`config.mk`:
```
export PLATFORM = sky130hd
export DESIGN_NAME = cpc_exp_uart
export DESIGN_NICKNAME = d
export VERILOG_FILES = /design/src/rtl/cpc_exp_uart.sv
export SDC_FILE = /design/constraint.sdc
export NUM_CORES = 1
export LEC_CHECK = 0
export ABC_AREA = 1
export BUFFER_PORTS_ARGS = -buffer_cell sky130_fd_sc_hd__buf_4
export CAP_MARGIN = 20
export CORE_ASPECT_RATIO = 2
export CORE_MARGIN = 3
export CORE_UTILIZATION = 55
export CTS_CLUSTER_DIAMETER = 120
export CTS_CLUSTER_SIZE = 8
export DETAILED_ROUTE_END_ITERATION = 10
export GPL_TIMING_DRIVEN = 0
export PLACE_DENSITY = 0.73
export REMOVE_ABC_BUFFERS = 1
export SETUP_SLACK_MARGIN = 0.4
export SYNTH_ARGS = -nofsm -noshare
export SYNTH_HDL_FRONTEND = slang
export SYNTH_SLANG_ARGS = --single-unit
```
`constraint.sdc`:
```
create_clock -name clk -period 2.9 [get_ports clk]
set_clock_uncertainty 0.2 [all_clocks]
set_input_delay 0.29 -clock clk [delete_from_list [all_inputs] [get_ports clk]]
set_output_delay 0.29 -clock clk [all_outputs]
set_load 0.02 [all_outputs]
```
`src/rtl/cpc_exp_uart.sv`:
```
// cpc_exp_uart: Z80 expansion-port 8N1 UART with TX/RX FIFOs at I/O ports PORT_HI:PORT_LO[7:1].{0,1}.
// Define CPC_EXP_UART_IRQ_EN to build the registered interrupt request and its enable bits.
module cpc_exp_uart #(
    parameter logic [7:0]  PORT_HI         = 8'hF8,
    parameter logic [7:0]  PORT_LO         = 8'hE0,
    parameter logic [15:0] CLK_DIV         = 16'd139,
    parameter int          FIFO_DEPTH_LOG2 = 3
) (
    input  logic        clk,
    input  logic        reset_n,
    input  logic [15:0] cpu_addr,
    input  logic [7:0]  cpu_dout,
    output logic [7:0]  cpu_din,
    input  logic        iorq,
    input  logic        rd,
    input  logic        wr,
    input  logic        m1,
    output logic        irq,
    output logic        txd,
    input  logic        rxd
);
    localparam int          AW     = FIFO_DEPTH_LOG2;
    localparam int          DEPTH  = 1 << AW;
    localparam logic [15:0] DIV_M1 = CLK_DIV - 16'd1;
    localparam logic [15:0] HALF   = CLK_DIV >> 1;

    typedef enum logic [1:0] {S_IDLE, S_START, S_DATA, S_STOP} state_t;

    // ---------------- bus decode ----------------
    logic sel, wr_sel, wr_sel_q, wr_stb, data_wr, ctrl_wr;
    logic rd_data_sel, rd_data_q;

    assign sel         = iorq & ~m1 & (cpu_addr[15:8] == PORT_HI) & (cpu_addr[7:1] == PORT_LO[7:1]);
    assign wr_sel      = sel & wr;
    assign wr_stb      = wr_sel & ~wr_sel_q;
    assign data_wr     = wr_stb & ~cpu_addr[0];
    assign ctrl_wr     = wr_stb & cpu_addr[0];
    assign rd_data_sel = sel & rd & ~cpu_addr[0];

    // ---------------- TX FIFO ----------------
    logic [7:0]  tx_mem [DEPTH];
    logic [AW:0] tx_wptr_q, tx_rptr_q;
    logic        tx_empty, tx_full, tx_push, tx_pop;
    logic [7:0]  tx_head;

    assign tx_empty = (tx_wptr_q == tx_rptr_q);
    assign tx_full  = (tx_wptr_q[AW] != tx_rptr_q[AW]) && (tx_wptr_q[AW-1:0] == tx_rptr_q[AW-1:0]);
    assign tx_head  = tx_mem[tx_rptr_q[AW-1:0]];
    // A pop in the same clk frees the slot, so a push into a full FIFO still lands.
    assign tx_push  = data_wr & (~tx_full | tx_pop);

    always_ff @(posedge clk) begin
        if (tx_push) tx_mem[tx_wptr_q[AW-1:0]] <= cpu_dout;
    end

    // ---------------- TX FSM ----------------
    state_t      tx_state_q, tx_state_d;
    logic [15:0] tx_cnt_q, tx_cnt_d;
    logic [2:0]  tx_bit_q, tx_bit_d;
    logic [7:0]  tx_shift_q, tx_shift_d;
    logic        txd_q, txd_d;

    always_comb begin
        tx_state_d = tx_state_q;
        tx_cnt_d   = tx_cnt_q + 16'd1;
        tx_bit_d   = tx_bit_q;
        tx_shift_d = tx_shift_q;
        txd_d      = txd_q;
        tx_pop     = 1'b0;
        case (tx_state_q)
            S_IDLE: begin
                tx_cnt_d = '0;
                txd_d    = 1'b1;
                if (!tx_empty) begin
                    tx_pop     = 1'b1;
                    tx_shift_d = tx_head;
                    tx_state_d = S_START;
                    txd_d      = 1'b0;
                end
            end
            S_START: begin
                if (tx_cnt_q == DIV_M1) begin
                    tx_cnt_d   = '0;
                    tx_bit_d   = '0;
                    tx_state_d = S_DATA;
                    txd_d      = tx_shift_q[0];
                end
            end
            S_DATA: begin
                if (tx_cnt_q == DIV_M1) begin
                    tx_cnt_d = '0;
                    if (tx_bit_q == 3'd7) begin
                        tx_state_d = S_STOP;
                        txd_d      = 1'b1;
                    end else begin
                        tx_bit_d   = tx_bit_q + 3'd1;
                        tx_shift_d = tx_shift_q >> 1;
                        txd_d      = tx_shift_q[1];
                    end
                end
            end
            default: begin
                if (tx_cnt_q == DIV_M1) begin
                    tx_cnt_d = '0;
                    if (!tx_empty) begin
                        tx_pop     = 1'b1;
                        tx_shift_d = tx_head;
                        tx_state_d = S_START;
                        txd_d      = 1'b0;
                    end else begin
                        tx_state_d = S_IDLE;
                        txd_d      = 1'b1;
                    end
                end
            end
        endcase
    end

    always_ff @(posedge clk) begin
        if (!reset_n) begin
            tx_state_q <= S_IDLE;
            tx_cnt_q   <= '0;
            tx_bit_q   <= '0;
            tx_shift_q <= '0;
            txd_q      <= 1'b1;
            tx_wptr_q  <= '0;
            tx_rptr_q  <= '0;
            wr_sel_q   <= 1'b0;
            rd_data_q  <= 1'b0;
        end else begin
            tx_state_q <= tx_state_d;
            tx_cnt_q   <= tx_cnt_d;
            tx_bit_q   <= tx_bit_d;
            tx_shift_q <= tx_shift_d;
            txd_q      <= txd_d;
            tx_wptr_q  <= tx_wptr_q + {{AW{1'b0}}, tx_push};
            tx_rptr_q  <= tx_rptr_q + {{AW{1'b0}}, tx_pop};
            wr_sel_q   <= wr_sel;
            rd_data_q  <= rd_data_sel;
        end
    end

    assign txd = txd_q;

    // ---------------- RX FIFO ----------------
    logic [7:0]  rx_mem [DEPTH];
    logic [AW:0] rx_wptr_q, rx_rptr_q;
    logic        rx_empty, rx_full, rx_push, rx_pop, rx_done;
    logic [7:0]  rx_head;

    assign rx_empty = (rx_wptr_q == rx_rptr_q);
    assign rx_full  = (rx_wptr_q[AW] != rx_rptr_q[AW]) && (rx_wptr_q[AW-1:0] == rx_rptr_q[AW-1:0]);
    assign rx_head  = rx_mem[rx_rptr_q[AW-1:0]];
    assign rx_push  = rx_done & ~rx_full;
    // Pop on the trailing edge of the data read so the byte is stable for the whole cycle.
    assign rx_pop   = rd_data_q & ~rd_data_sel & ~rx_empty;

    // ---------------- RX FSM ----------------
    state_t      rx_state_q, rx_state_d;
    logic [15:0] rx_cnt_q, rx_cnt_d;
    logic [2:0]  rx_bit_q, rx_bit_d;
    logic [7:0]  rx_shift_q, rx_shift_d;
    logic        rxd_meta_q, rxd_sync_q, rxd_prev_q;
    logic        ferr_set;

    always_comb begin
        rx_state_d = rx_state_q;
        rx_cnt_d   = rx_cnt_q + 16'd1;
        rx_bit_d   = rx_bit_q;
        rx_shift_d = rx_shift_q;
        rx_done    = 1'b0;
        ferr_set   = 1'b0;
        case (rx_state_q)
            S_IDLE: begin
                rx_cnt_d = '0;
                if (rxd_prev_q && !rxd_sync_q) rx_state_d = S_START;
            end
            S_START: begin
                if (rx_cnt_q == HALF) begin
                    rx_cnt_d   = '0;
                    rx_bit_d   = '0;
                    rx_state_d = rxd_sync_q ? S_IDLE : S_DATA;
                end
            end
            S_DATA: begin
                if (rx_cnt_q == DIV_M1) begin
                    rx_cnt_d   = '0;
                    rx_shift_d = {rxd_sync_q, rx_shift_q[7:1]};
                    rx_bit_d   = rx_bit_q + 3'd1;
                    if (rx_bit_q == 3'd7) rx_state_d = S_STOP;
                end
            end
            default: begin
                if (rx_cnt_q == DIV_M1) begin
                    rx_cnt_d   = '0;
                    rx_state_d = S_IDLE;
                    rx_done    = rxd_sync_q;
                    ferr_set   = ~rxd_sync_q;
                end
            end
        endcase
    end

    always_ff @(posedge clk) begin
        if (rx_push) rx_mem[rx_wptr_q[AW-1:0]] <= rx_shift_q;
    end

    // ---------------- flags and enables ----------------
    logic rx_overrun_q, rx_overrun_d, frame_err_q, frame_err_d;
    logic irq_rx_en, irq_tx_en;

    // Set takes priority over a same-clk clear from the control register.
    assign rx_overrun_d = (rx_done & rx_full) | (rx_overrun_q & ~(ctrl_wr & cpu_dout[3]));
    assign frame_err_d  = ferr_set | (frame_err_q & ~(ctrl_wr & cpu_dout[4]));

    always_ff @(posedge clk) begin
        if (!reset_n) begin
            rx_state_q   <= S_IDLE;
            rx_cnt_q     <= '0;
            rx_bit_q     <= '0;
            rx_shift_q   <= '0;
            rxd_meta_q   <= 1'b1;
            rxd_sync_q   <= 1'b1;
            rxd_prev_q   <= 1'b1;
            rx_wptr_q    <= '0;
            rx_rptr_q    <= '0;
            rx_overrun_q <= 1'b0;
            frame_err_q  <= 1'b0;
        end else begin
            rx_state_q   <= rx_state_d;
            rx_cnt_q     <= rx_cnt_d;
            rx_bit_q     <= rx_bit_d;
            rx_shift_q   <= rx_shift_d;
            rxd_meta_q   <= rxd;
            rxd_sync_q   <= rxd_meta_q;
            rxd_prev_q   <= rxd_sync_q;
            rx_wptr_q    <= rx_wptr_q + {{AW{1'b0}}, rx_push};
            rx_rptr_q    <= rx_rptr_q + {{AW{1'b0}}, rx_pop};
            rx_overrun_q <= rx_overrun_d;
            frame_err_q  <= frame_err_d;
        end
    end

`ifdef CPC_EXP_UART_IRQ_EN
    logic irq_rx_en_q, irq_rx_en_d, irq_tx_en_q, irq_tx_en_d, irq_q, irq_d;

    always_comb begin
        irq_rx_en_d = ctrl_wr ? cpu_dout[5] : irq_rx_en_q;
        irq_tx_en_d = ctrl_wr ? cpu_dout[6] : irq_tx_en_q;
        irq_d       = (irq_rx_en_q & ~rx_empty) | (irq_tx_en_q & tx_empty);
    end

    always_ff @(posedge clk) begin
        if (!reset_n) begin
            irq_rx_en_q <= 1'b0;
            irq_tx_en_q <= 1'b0;
            irq_q       <= 1'b0;
        end else begin
            irq_rx_en_q <= irq_rx_en_d;
            irq_tx_en_q <= irq_tx_en_d;
            irq_q       <= irq_d;
        end
    end

    assign irq_rx_en = irq_rx_en_q;
    assign irq_tx_en = irq_tx_en_q;
    assign irq       = irq_q;
`else
    assign irq_rx_en = 1'b0;
    assign irq_tx_en = 1'b0;
    assign irq       = 1'b0;
`endif

    // ---------------- read mux ----------------
    logic [7:0] status;

    always_comb begin
        status  = {irq, irq_tx_en, irq_rx_en, frame_err_q, rx_overrun_q,
                   tx_empty & (tx_state_q == S_IDLE), tx_full, ~rx_empty};
        cpu_din = 8'hFF;
        if (sel && rd) cpu_din = cpu_addr[0] ? status : (rx_empty ? 8'hFF : rx_head);
    end
endmodule

```
==> run_results.csv <==
group,metric,value,unit
power,power.switching,0.00176,W
worst_setup_path,startpoint_type,"register",
timing,finalSetupTns,0,ns
power,power.share.combinational,10.4,%
timing,final-hold-violation-count,0,
floorplan,start_util,56.3,%
clock_network,cts_buffers,30,
timing,period_needed,2.58,ns
timing,period_share,89.1,%
clock_network,clkLatencyLatePin,0.55,ns
yosys,avgSynthCellArea,9.35,um^2
timing,hold-worst-slack,0.0950,ns
drt,routedWlPerCell,16.9,um
yosys,syn-cell-area,9210,um^2
placed_design,routabilityCongestion,0.803,
clock_network,tritoncts,"built",
placed_design,io_buffer_count,39,
finish,final_area,11400,um^2
floorplan,io_pins,41,
drt,drc,0,
power,max-vdd-ir-drop,0.651,mV
timing,rsz0062_at_grt,"true",
timing,setup_viol,0,
timing,tightest_slew,0.683,ns
grt,grt_use_total,23.0,%
worst_setup_path,arrival,2.09,ns
drt,drt_first_pass_iters,5,
finish,drive_above_1_share,16.1,%
power,p_leak,4.27,nW
floorplan,die_w,97.5,um
clock_network,cts.path.max_buffers,3,
worst_setup_path,slowest_stage,"dfxtp_4",
yosys,ys_seq_area_share,59.6,%
timing,fmax,0.387,GHz
finish,final_common_cell,"nand2_1",
clock_network,clkTransAtPathRegs,0.05,ns
worst_setup_path,path_buf_inv,3,
yosys,synth_seq_cells,210,
floorplan,rows,66,
finish,n_fill_cell,1180,
finish,final_nets,1126,
drt,via_per_inst,5.53,
clock_network,clockRootBuffer,"clkbuf_16",
floorplan,fp.coreArea,16400,um^2
worst_setup_path,max_stage_delay,0.36,ns
power,p_int,0.00541,W
drt,vias,7173,
floorplan,die_y,189,um
worst_setup_path,critPathMostFrequentCell,"nand2_1",
placed_design,dpl-instance-area,9670,um^2
drt,drt-initial-drc-count,360,
finish,antenna_cells,0,
placed_design,placed_cells,1195,
clock_network,cts_max_level,1,
floorplan,die-area,18400,um^2
status,status,"complete, no violations",
placed_design,post-dp-hpwl,13.4,mm
hold_path,hold_class,"input pin to register",
grt,grt_overflow,0,
power,power_density,631,nW/um^2
worst_setup_path,cp_top_family,"simple AND/OR/NAND/NOR gates",
clock_network,numClockSinks,210,
drt,drtAntennaViolNets,0,
power,swShare,24.6,%
timing,slew_violations,0,
worst_setup_path,worstSetupEndpointType,"primary output",
yosys,syn-instance-count,985,
worst_setup_path,path_max_fanout,5,
grt,grt_max_degree,35,
finish,layout_common_cells,"nand2_1 (193), edfxtp_1 (128), nor2_1 (119)",
job,cap_violations,0,
worst_setup_path,critPathKind,"register to primary output",
power,pwr-share-clk,43.8,%
finish,syn_to_final_growth,23.4,%
worst_setup_path,worstPathCellList,"buf_12, clkinvlp_4, nand2_1, nand4_1, nor2_4, nand2_4, nand3_2, nand2_1, o211ai_1, buf_4",
finish,fin_cells,1298,
worst_setup_path,critical_path_required,2.41,ns
power,seq_power_share,45.8,%
grt,grt_pass1_vias,7175,
yosys,ys_types,44,
timing,max_slew_margin,54.4,%
grt,antenna_found_initial,0,
grt,grt_pass1_wl,34.3,mm
yosys,yosys_warnings,0,
drt,drt-total-wl,22.0,mm
## layout make-up
type                    instances  area [um^2]  share of cell area, %
flip-flops and latches        210         5510                   48.5
multi-input cells             648         3450                   30.4
repair buffers                 92          923                   8.13
clock buffers                  50          826                   7.27
inverters                      91          350                   3.08
well taps                     204          255                   2.25
clock inverters                 2         38.8                  0.341
repair inverters                1         7.51                 0.0661
## power by group through the flow
| stage | Clock [W] | Combinational, W | Sequential [W] |
|---|---|---|---|
| 2_1_floorplan | 0 | 0.000460 | 0.00335 |
| 3_3_place_gp | 0 | 0.000642 | 0.00337 |
| 3_5_place_dp | 0 | 0.000715 | 0.00334 |
| 4_1_cts | 0.00318 | 0.000737 | 0.00328 |
| 5_1_grt | 0.00333 | 0.000842 | 0.00329 |
| 6_report | 0.00314 | 0.000743 | 0.00329 |
## tightest hold or removal path, cell delays in order
cell     delay [ns]
buf_4          0.08
nor2_1         0.04
nand3_1        0.07
nor3_1         0.06
nand4_1        0.07
nand2_1        0.05
a21oi_1        0.14
## repair_timing
item / in CTS / in global routing
setup endpoints to repair: 154 / 136
buffers inserted: 8 / 25
endpoints found under the hold margin: 89 / 0
resized for setup: 39 / 36
hold buffers: 16 / 0
pin swaps: 2 / 16
cloned: 2 / 0
## registers in the layout (all words and copies together), names as in the netlist, 2 cells and up
signal / count
tx_cnt_q: 16
tx_state_q: 2
rx_state_q: 2
rx_shift_q: 8
tx_shift_q: 8
tx_bit_q: 3
rx_mem: 64
rx_wptr_q: 4
rx_rptr_q: 4
rx_bit_q: 3
tx_wptr_q: 4
tx_rptr_q: 4
rx_cnt_q: 16
tx_mem: 64
## routing by layer
layer  vias to the layer above  GRT usage (%)  part of all wire (%)
li1                       3475              -                     -
met1                      3402           22.8                    34
met2                       223           46.3                    57
met3                        73           2.62                   5.0
met4                         0           10.3                   4.4
met5                         -              0                     0
## cells in the mapped netlist, drive strengths merged
cell type,n,area share [%]
a21oi,42,2.3
o21a,1,0.082
inv,89,3.6
o21bai,1,0.082
a31o,1,0.095
nand4,9,0.61
edfxtp,128,42
o21ai,65,3.5
o211ai,12,0.98
and2,1,0.068
nand3b,2,0.16
o22a,1,0.095
dfxtp,82,18
ha,21,2.9
a211o,1,0.095
buf,19,1.1
xnor2,7,0.67
clkbuf,18,0.73
o22ai,5,0.34
nand2,200,8.3
xor2,15,1.4
nand3,92,5.1
or3,1,0.068
nor4,2,0.14
nor2,136,5.8
clkinv,2,0.082
conb,1,0.041
and3,1,0.082
nor3,18,1.1
or2,6,0.41
nor3b,3,0.24
and3b,1,0.095
a31oi,2,0.14
## worst paths after layout
kind	endpoint	depth (start not counted)	startpoint	slack, ns
setup / recovery	cpu_din[2]	10	rx_rptr_q[0]$_SDFF_PN0_	0.32
hold / removal	rx_overrun_q$_SDFF_PN0_	7	cpu_addr[1]	0.09
setup reg to reg	rx_mem[1][5]$_DFFE_PP_	11	rx_cnt_q[0]$_SDFF_PN0_	0.45
hold reg to reg	rxd_sync_q$_SDFF_PN1_	1	rxd_meta_q$_SDFF_PN1_	0.22
## through the flow
step / utilization [%] / power, W / setup slack [ns]
floorplan: - / 0.00381 / 0.0163
global placement: 58.6 / 0.00401 / -1.15
detailed placement: 59.1 / 0.00406 / -0.637
CTS: 66.6 / 0.00720 / 0.196
global route: 69.5 / 0.00746 / 0.244
finish: 69.5 / 0.00717 / 0.317
## kinds of logic (layout without fill, tap and decap cells)
family / Yosys count / in the layout / synth area share [%]
compound gates: 131 / 131 / 7.72
buf+inv: 128 / 236 / 5.52
simple gates: 472 / 473 / 22.2
other cells: 1 / 1 / 0.0407
flops: 210 / 210 / 59.6
fa+ha+maj: 21 / 21 / 2.85
xor+xnor: 22 / 22 / 2.09
Note: power is estimated with default switching activity, not from simulation.
